[config.mk]
export PLATFORM = sky130hd
export DESIGN_NAME = fetch_unit
export DESIGN_NICKNAME = d
export VERILOG_FILES = /design/src/rtl/fetch_pkg.sv /design/src/rtl/fetch_skid.sv /design/src/rtl/fetch_unit.sv
export SDC_FILE = /design/constraint.sdc
export NUM_CORES = 1
export LEC_CHECK = 0
export ABC_AREA = 1
export CAP_MARGIN = 10
export CORE_AREA = 2 2 176 178
export DETAILED_ROUTE_END_ITERATION = 8
export DIE_AREA = 0 0 178 180
export GPL_TIMING_DRIVEN = 1
export PLACE_DENSITY = 0.68
export SLEW_MARGIN = 15
export SYNTH_ARGS = -nofsm -noshare
export SYNTH_HDL_FRONTEND = slang
export SYNTH_SLANG_ARGS = --single-unit
[constraint.sdc]
create_clock -name clk -period 4.2 [get_ports clk]
set_input_delay 1.26 -clock clk [delete_from_list [all_inputs] [get_ports clk]]
set_output_delay 1.26 -clock clk [all_outputs]
set_load 0.03 [all_outputs]
[src/rtl/fetch_pkg.sv]
// Shared types and constants for the instruction-fetch stage.
package fetch_pkg;

    localparam int XLEN = 32;

    // addi x0,x0,0: shown on the instruction output whenever nothing live is presented
    localparam logic [XLEN-1:0] NOP_INSTR = 32'h0000_0013;

    typedef enum logic [1:0] {
        FETCH = 2'd0,
        STALL = 2'd1,
        DRAIN = 2'd2
    } fetch_state_t;

    typedef struct packed {
        logic [XLEN-1:0] instr;
        logic [XLEN-1:0] pc;
        logic [XLEN-1:0] pcplus4;
    } fetch_entry_t;

    function automatic logic [XLEN-1:0] word_align(input logic [XLEN-1:0] addr);
        return {addr[XLEN-1:2], 2'b00};
    endfunction

endpackage

[src/rtl/fetch_skid.sv]
// One-entry holding buffer for a fetched instruction that arrives while the consumer is stalled.
module fetch_skid
    import fetch_pkg::*;
(
    input  logic         clk,
    input  logic         rst_n,
    input  logic         i_load,
    input  logic         i_unload,
    input  logic         i_flush,
    input  fetch_entry_t i_entry,
    output logic         o_full,
    output fetch_entry_t o_entry
);

    logic         r_full;
    fetch_entry_t r_entry;

    // Flush beats load; load beats unload so a simultaneous hand-off keeps the new entry.
    always_ff @(posedge clk) begin
        if (!rst_n) begin
            r_full  <= 1'b0;
            r_entry <= '0;
        end else if (i_flush) begin
            r_full <= 1'b0;
        end else if (i_load) begin
            r_full  <= 1'b1;
            r_entry <= i_entry;
        end else if (i_unload) begin
            r_full <= 1'b0;
        end
    end

    assign o_full  = r_full;
    assign o_entry = r_entry;

endmodule

[src/rtl/fetch_unit.sv]
// Instruction-fetch stage: PC, one-outstanding memory request, output register and skid buffer.
//
//   state | meaning
//   ------+-------------------------------------------------------------
//   FETCH | request outstanding at pc
//   STALL | skid full, consumer stalled, no request issued
//   DRAIN | redirect taken while a request was open; its response is
//         | discarded, address held at the old pc until the ack
module fetch_unit #(
    parameter int                    DATA_WIDTH = 32,
    parameter logic [DATA_WIDTH-1:0] RESET_PC   = '0,
    parameter logic [DATA_WIDTH-1:0] NOP_INSTR  = fetch_pkg::NOP_INSTR
) (
    input  logic                  clk,
    input  logic                  rst_n,
    input  logic                  PCSrc_i,
    input  logic [DATA_WIDTH-1:0] PCTarget_i,
    input  logic                  Stall_i,
    output logic                  imem_req_o,
    output logic [DATA_WIDTH-1:0] imem_addr_o,
    input  logic                  imem_ack_i,
    input  logic [DATA_WIDTH-1:0] imem_rdata_i,
    output logic                  Valid_o,
    output logic [DATA_WIDTH-1:0] Instr_o,
    output logic [DATA_WIDTH-1:0] PC_o,
    output logic [DATA_WIDTH-1:0] PCPlus4_o
);

    import fetch_pkg::*;

    localparam logic [DATA_WIDTH-1:0] PC_STEP = DATA_WIDTH'(4);

    fetch_state_t          r_state;
    fetch_state_t          w_state_nxt;
    logic [DATA_WIDTH-1:0] r_pc;
    logic [DATA_WIDTH-1:0] w_pc_nxt;
    logic [DATA_WIDTH-1:0] r_drain_addr;
    logic                  r_valid;
    fetch_entry_t          r_out;

    logic                  w_ack;
    logic                  w_slot_free;
    logic                  w_take;
    logic [DATA_WIDTH-1:0] w_target;
    logic                  w_unused_tgt_lsb;
    fetch_entry_t          w_fetched;
    fetch_entry_t          w_out_data;
    logic                  w_out_load;
    logic                  w_out_clear;
    logic                  w_drain_capture;
    logic                  w_skid_load;
    logic                  w_skid_unload;
    logic                  w_skid_flush;
    logic                  w_skid_full;
    fetch_entry_t          w_skid_entry;

    // Low target bits are dropped by alignment.
    assign w_unused_tgt_lsb = ^PCTarget_i[1:0];

    assign imem_req_o  = rst_n && ((r_state == FETCH) || (r_state == DRAIN));
    assign imem_addr_o = (r_state == DRAIN) ? r_drain_addr : r_pc;

    assign w_ack       = imem_ack_i && imem_req_o;
    assign w_slot_free = !r_valid || !Stall_i;
    assign w_take      = r_valid && !Stall_i;
    assign w_target    = word_align(PCTarget_i);

    assign w_fetched = '{instr: imem_rdata_i, pc: r_pc, pcplus4: r_pc + PC_STEP};

    fetch_skid u_skid (
        .clk      (clk),
        .rst_n    (rst_n),
        .i_load   (w_skid_load),
        .i_unload (w_skid_unload),
        .i_flush  (w_skid_flush),
        .i_entry  (w_fetched),
        .o_full   (w_skid_full),
        .o_entry  (w_skid_entry)
    );

    // Next-state, pc and data-movement decisions; a redirect overrides everything else.
    always_comb begin
        w_state_nxt     = r_state;
        w_pc_nxt        = r_pc;
        w_out_load      = 1'b0;
        w_out_clear     = 1'b0;
        w_out_data      = w_fetched;
        w_skid_load     = 1'b0;
        w_skid_unload   = 1'b0;
        w_skid_flush    = 1'b0;
        w_drain_capture = 1'b0;

        if (PCSrc_i) begin
            w_out_clear  = 1'b1;
            w_skid_flush = 1'b1;
            w_pc_nxt     = w_target;
            case (r_state)
                FETCH: begin
                    if (!w_ack) begin
                        w_state_nxt     = DRAIN;
                        w_drain_capture = 1'b1;
                    end
                end
                STALL:   w_state_nxt = FETCH;
                default: w_state_nxt = r_state;
            endcase
        end else begin
            case (r_state)
                FETCH: begin
                    if (w_ack) begin
                        w_pc_nxt = r_pc + PC_STEP;
                        if (w_slot_free) begin
                            w_out_load = 1'b1;
                            if (w_skid_full) begin
                                w_out_data  = w_skid_entry;
                                w_skid_load = 1'b1;
                            end
                        end else begin
                            w_skid_load = 1'b1;
                            w_state_nxt = STALL;
                        end
                    end else if (w_slot_free && w_skid_full) begin
                        w_out_load    = 1'b1;
                        w_out_data    = w_skid_entry;
                        w_skid_unload = 1'b1;
                    end else if (w_take) begin
                        w_out_clear = 1'b1;
                    end
                end
                STALL: begin
                    if (w_slot_free) begin
                        w_out_load    = 1'b1;
                        w_out_data    = w_skid_entry;
                        w_skid_unload = 1'b1;
                        w_state_nxt   = FETCH;
                    end
                end
                DRAIN: begin
                    if (w_take) w_out_clear = 1'b1;
                    if (w_ack) w_state_nxt = FETCH;
                end
                default: w_state_nxt = FETCH;
            endcase
        end
    end

    // State, fetch pc and the address held while draining a stale request.
    always_ff @(posedge clk) begin
        if (!rst_n) begin
            r_state      <= FETCH;
            r_pc         <= RESET_PC;
            r_drain_addr <= RESET_PC;
        end else begin
            r_state <= w_state_nxt;
            r_pc    <= w_pc_nxt;
            if (w_drain_capture) r_drain_addr <= r_pc;
        end
    end

    // Output register; a cleared slot shows a NOP but keeps the last pc.
    always_ff @(posedge clk) begin
        if (!rst_n) begin
            r_valid <= 1'b0;
            r_out   <= '{instr: NOP_INSTR, pc: '0, pcplus4: '0};
        end else if (w_out_clear) begin
            r_valid     <= 1'b0;
            r_out.instr <= NOP_INSTR;
        end else if (w_out_load) begin
            r_valid <= 1'b1;
            r_out   <= w_out_data;
        end
    end

    assign Valid_o   = r_valid;
    assign Instr_o   = r_out.instr;
    assign PC_o      = r_out.pc;
    assign PCPlus4_o = r_out.pcplus4;

endmodule
* After elaboration in Yosys (flattened, before gate mapping) *
Index checks and enable logic that the tools add are counted.

operators by class
  eq/ne operators = 8
  mux-type cells = 43
  shift-type cells = 0
  order comparisons = 0
  add/subtract/negate cells = 1
  bitwise gates (word level) = 3
  reduce and logical (&&, ||, !) cells = 20
  divide/modulo/power cells = 0
  multipliers = 0

operators with widths
  cell                                           number
  two-way mux 96 bit                             6
  case mux 96 bit (2 select lines)               1
  two-way mux 32 bit                             4
  adder 32 x 3 -> 32 bit, second input constant  1
  two-way mux 1 bit                              21
  != test 3 bit, second input constant           5
  two-way mux 2 bit                              6
  AND reduction 2 bit                            4
  case mux 1 bit (2 select lines)                3
  case mux 2 bit (3 select lines)                1
  AND reduction 6 bit                            1
  nonzero test 2 bit                             3
  OR reduction 2 bit                             3
  logical AND 1 bit                              4
  case mux 2 bit (2 select lines)                1
  != test 3 x 1 -> 1 bit, second input constant  1
  NOT 1 bit                                      3
  == test 2 x 1 -> 1 bit, second input constant  1
  == test 2 bit, second input constant           1
  logical NOT 1 bit                              2
  logical NOT 2 bit                              1
  logical OR 1 bit                               2

word-level totals
  ROM bits = 0
  bits of input ports = 69
  bits in writable memories = 0
  memories = 0
  latch bits = 0
  output and inout port bits = 130
  flip-flop bits (word level) = 260

* Depth between registers and ports, before layout *
  word-level depth = 9
  gate-level depth with buffers = 12

* By module *
From an unflattened synthesis, not the netlist that was laid out.

second synthesis, totals
  cells, all modules = 1821
  area total of the unflattened synthesis = 12288.0 sq um

by module, submodules not included
  module      cells each  area each (sq um)  instances
  fetch_unit  1195        8177.8             1
  fetch_skid  626         4110.2             1

* Least setup slack after synthesis *
Ideal clock, no wire load.

  path type = input to output
  start = in rst_n
  end = out imem_req_o
  path slack = 0.767 ns
  required time = 2.940 ns
  data arrival time = 2.173 ns
  stages on the path = 4
  cells stage by stage = buf_2 > clkinv_1 > clkbuf_1 > nor2_1

on the way
  word-level cells in the longest chain between the ends = 1

ends and longest elaborated chain
  what                RTL line          source
  start: declaration  fetch_unit.sv:15  input logic rst_n,
  logical AND 1 bit   fetch_unit.sv:60  assign imem_req_o = rst_n && ((r_state == FETCH) || (r_state == DRAIN));
  end: declaration    fetch_unit.sv:19  output logic imem_req_o,

No other way between the ends.

* Worst setup path after layout *
  start = reg r_state[0]
  end = out imem_addr_o[19]

on the way
  word-level cells in the longest chain between the ends = 2

ends and longest elaborated chain
  what                      RTL line           source
  start: declaration        fetch_unit.sv:33   fetch_state_t r_state;
  start signal: assignment  fetch_unit.sv:154  r_state <= w_state_nxt;
  == test 2 bit             fetch_unit.sv:61   assign imem_addr_o = (r_state == DRAIN) ? r_drain_addr : r_pc;
  two-way mux 32 bit        fetch_unit.sv:61
  end: declaration          fetch_unit.sv:20   output logic [DATA_WIDTH-1:0] imem_addr_o,

No other way between the ends.

==> impl_metrics.json <==
{
  "ys_seq_area_frac": 0.442,
  "whs_endpoint": "u_skid.o_entry[83]",
  "muxShareOfSynthArea": 0,
  "critPathSlowestCell": "clkdlybuf4s50_1",
  "crit_arrival_ps": 2490,
  "fin_crit_ps": 3750,
  "overflow": 0,
  "ys_warn_count": 0,
  "final_area_sq_mm": 0.0143,
  "cts_root_buf": "clkbuf_16",
  "synthSimpleGateAreaFrac": 0.189,
  "die_h_microns": 180,
  "cap_violations": 0,
  "dp.cells": 2103,
  "grt_pass1_vias": 10200,
  "coreArea_sq_mm": 0.0302,
  "synth-compound-area-share": 0.256,
  "synth-edff-count": 0,
  "drt_iter0_markers": 744,
  "mappedNetlistArea_sq_mm": 0.0112,
  "fillers": 2988,
  "hold_depth": 2,
  "finalHoldViolCount": 0,
  "r2r_start": "r_state[0]",
  "peakVddDrop_mv": 0.316,
  "ant_nets": 0,
  "rsz0062_at_grt": "false",
  "track_usage": 0.208,
  "worst_pin_slew_ps": 1030,
  "synth_top_area_share": 0.442,
  "slew_viol_final": 0,
  "synth_cell_types": 35,
  "ys_async_sr_fraction": 0,
  "first_pass_iters": 5,
  "avgSynthCellArea_sq_um": 7.00,
  "slew_headroom": 0.307,
  "cts_max_level": 1,
  "final-setup-viol-count": 0,
  "cts.clk_slew.worst_paths_ps": 60,
  "antenna_found_initial": 0,
  "grt_pass1_wl_microns": 54000,
  "synth_xor_area_frac": 0.00467,
  "yosys-top-cells-count": "296 x nand2_1, 248 x dfxtp_1, 214 x o21ai_0",
  "vias": 11000,
  "final_cells": 2156,
  "wirelength_microns": 34400,
  "path_buf_inv": 3,
  "postCtsHoldBufs": 0,
  "required_ps": 2940,
  "syn_to_final_growth_pct": 27.4,
  "routed_via_density": 5.09,
  "post_cts_resized": 0,
  "clk_latency_ps": 550,
  "synth-seq-cells": 248,
  "holdCritStartpoint": "u_skid.o_entry[83]",
  "rows": 64,
  "cts_buffer_depth": 3,
  "finClkSkew_ps": 21.6,
  "status": "finished clean",
  "r2r_slack_ps": 1670,
  "cts_tree": "built",
  "critPathCaptureType": "primary output",
  "start_util": 0.372,
  "r2r_end": "u_skid.o_entry[72]",
  "post_route_cells_drive_above_1_share": 0.0477,
  "min_period_over_period": 0.892,
  "crit_path_max_incr_delay_ps": 700,
  "powerDensity_mw_per_mm2": 468,
  "final_nets": 1808,
  "place_area_sq_mm": 0.0134,
  "r2r_cells": 8,
  "route.detailed.drc": 0,
  "diodes": 0,
  "crit_cells": 6,
  "dpl.hpwl_microns": 23400,
  "synth-main-ff-cell": "dfxtp_1",
  "min_path_type": "reg -> reg",
  "post_cts_buffers": 0,
  "synth_top_family_by_area": "compound AO/OA/AOI/OAI gates",
  "cts_buffers": 28,
  "synth_area_leaders": "dfxtp_1 44%, nand2_1 9.9%, o21ai_0 9.5%",
  "path_cells": "inv_2 -> nand2_2 -> buf_12 -> nor2_1 -> a21oi_1 -> clkdlybuf4s50_1",
  "synth_adder_area_share": 0.00111,
  "portBuffers": 190,
  "fin_tns_setup_ps": 0,
  "worst-setup-path-type": "reg -> out",
  "cp_max_fo": 60,
  "worst_path_dominant_cell_family": "buffers and inverters",
  "max_freq_mhz": 267,
  "grt_max_degree": 133,
  "synth_top_cell_by_area": "dfxtp_1",
  "ioPinCount": 199,
  "fp.dieW_microns": 178,
  "yosysMostFrequentCell": "nand2_1",
  "setup.worst_path.start_class": "flip-flop",
  "wl_per_cell_microns": 15.9,
  "p_total_w": 0.00670,
  "p_leak_nw": 5.58,
  "place_congestion": 0.956,
  "cts.sinks": 248,
  "die_area_sq_mm": 0.0320,
  "postSynthCellCount": 1605
}
==> how the worst max path moves through the flow <==
stage	from	to
6_report	r_state[0]	imem_addr_o[19]
5_1_grt	r_state[0]	imem_addr_o[3]
4_1_cts	r_state[0]	imem_addr_o[2]
3_5_place_dp	Stall_i	u_skid.o_entry[92]
3_3_place_gp	Stall_i	u_skid.o_entry[77]
2_1_floorplan	rst_n	imem_req_o
==> cells in the final DEF (no fill, tap or decap), types with 2 or more instances in the layout <==
cell type	netlist	final
o21a_1	18	18
clkinv_1	2	2
nand3_1	56	56
nand2_2	2	3
nor2_2	2	2
clkinvlp_4	0	2
inv_1	182	181
buf_12	0	4
a21oi_1	203	203
a31oi_1	21	21
o2111ai_1	5	5
o21ai_0	214	214
nand4_1	15	15
o21ai_1	2	2
nor2_4	3	4
xor2_1	6	6
inv_2	4	5
clkbuf_16	0	29
a22oi_1	15	15
o221ai_1	2	2
conb_1	1	6
nand2_1	296	295
dfxtp_1	248	248
clkinv_2	0	2
a211oi_1	3	3
o211ai_1	13	13
buf_4	9	18
or2_2	3	3
clkdlybuf4s50_1	0	188
clkbuf_1	64	10
and2_1	8	8
nor2_1	130	129
o22ai_1	33	33
bufinv_16	0	2
clkbuf_8	0	6
==> worst min-delay path, cell delays in order (launching register included) <==
cell     delay [ps]
dfxtp_1         290
inv_1            50
a21oi_1          50
==> logic make-up (layout without fill, tap and decap cells) <==
| kind of cell | Yosys count | count (layout) |
|---|---|---|
| simple gates | 517 | 517 |
| buf+inv | 301 | 451 |
| other cells | 1 | 6 |
| xor+xnor | 6 | 6 |
| compound gates | 531 | 531 |
| fa+ha+maj | 1 | 1 |
| flops | 248 | 248 |
==> registers in the layout, indices dropped and copies added, names as in the netlist <==
name and cells:
r_pc 30, PCPlus4_o 30, r_drain_addr 30, u_skid.o_entry 92, Instr_o 32, PC_o 30
r_state 2, Valid_o 1, u_skid.o_full 1
==> power breakdown <==
part | total [W] | leakage, nW | switching, W | internal [W]
Combinational | 0.00159 | 3.11 | 0.00102 | 0.000571
Clock | 0.00248 | 0.453 | 0.000983 | 0.00150
Sequential | 0.00263 | 2.02 | 0.000111 | 0.00252
Total | 0.00670 | 5.58 | 0.00211 | 0.00459
==> per-layer routing <==
layer | global-route usage | up-vias | wire, microns
li1 | - | 5563 | -
met1 | 0.271 | 5084 | 15100
met2 | 0.353 | 274 | 16600
met3 | 0.0315 | 59 | 1880
met4 | 0.0603 | 0 | 822
met5 | 0 | - | 0
==> final cells by class <==
class | instances | area, sq um | area share
clock buffer | 45 | 846 | 0.0591
clock inverter | 7 | 93.8 | 0.00655
inverter | 188 | 706 | 0.0493
multi-input combinational | 1061 | 5110 | 0.357
sequential | 248 | 4960 | 0.347
tap | 396 | 495 | 0.0346
timing repair buffer | 211 | 2110 | 0.147
==> metrics by stage <==
stage | hold WS, ps | util | setup WS [ps]
after global routing | 465 | 0.474 | 312
after global placement | 434 | 0.443 | 439
after detailed placement | 439 | 0.443 | 445
after CTS | 449 | 0.474 | 436
final | 448 | 0.474 | 453
after floorplan | 425 | - | 767
Note: power is estimated with default switching activity, not from simulation.
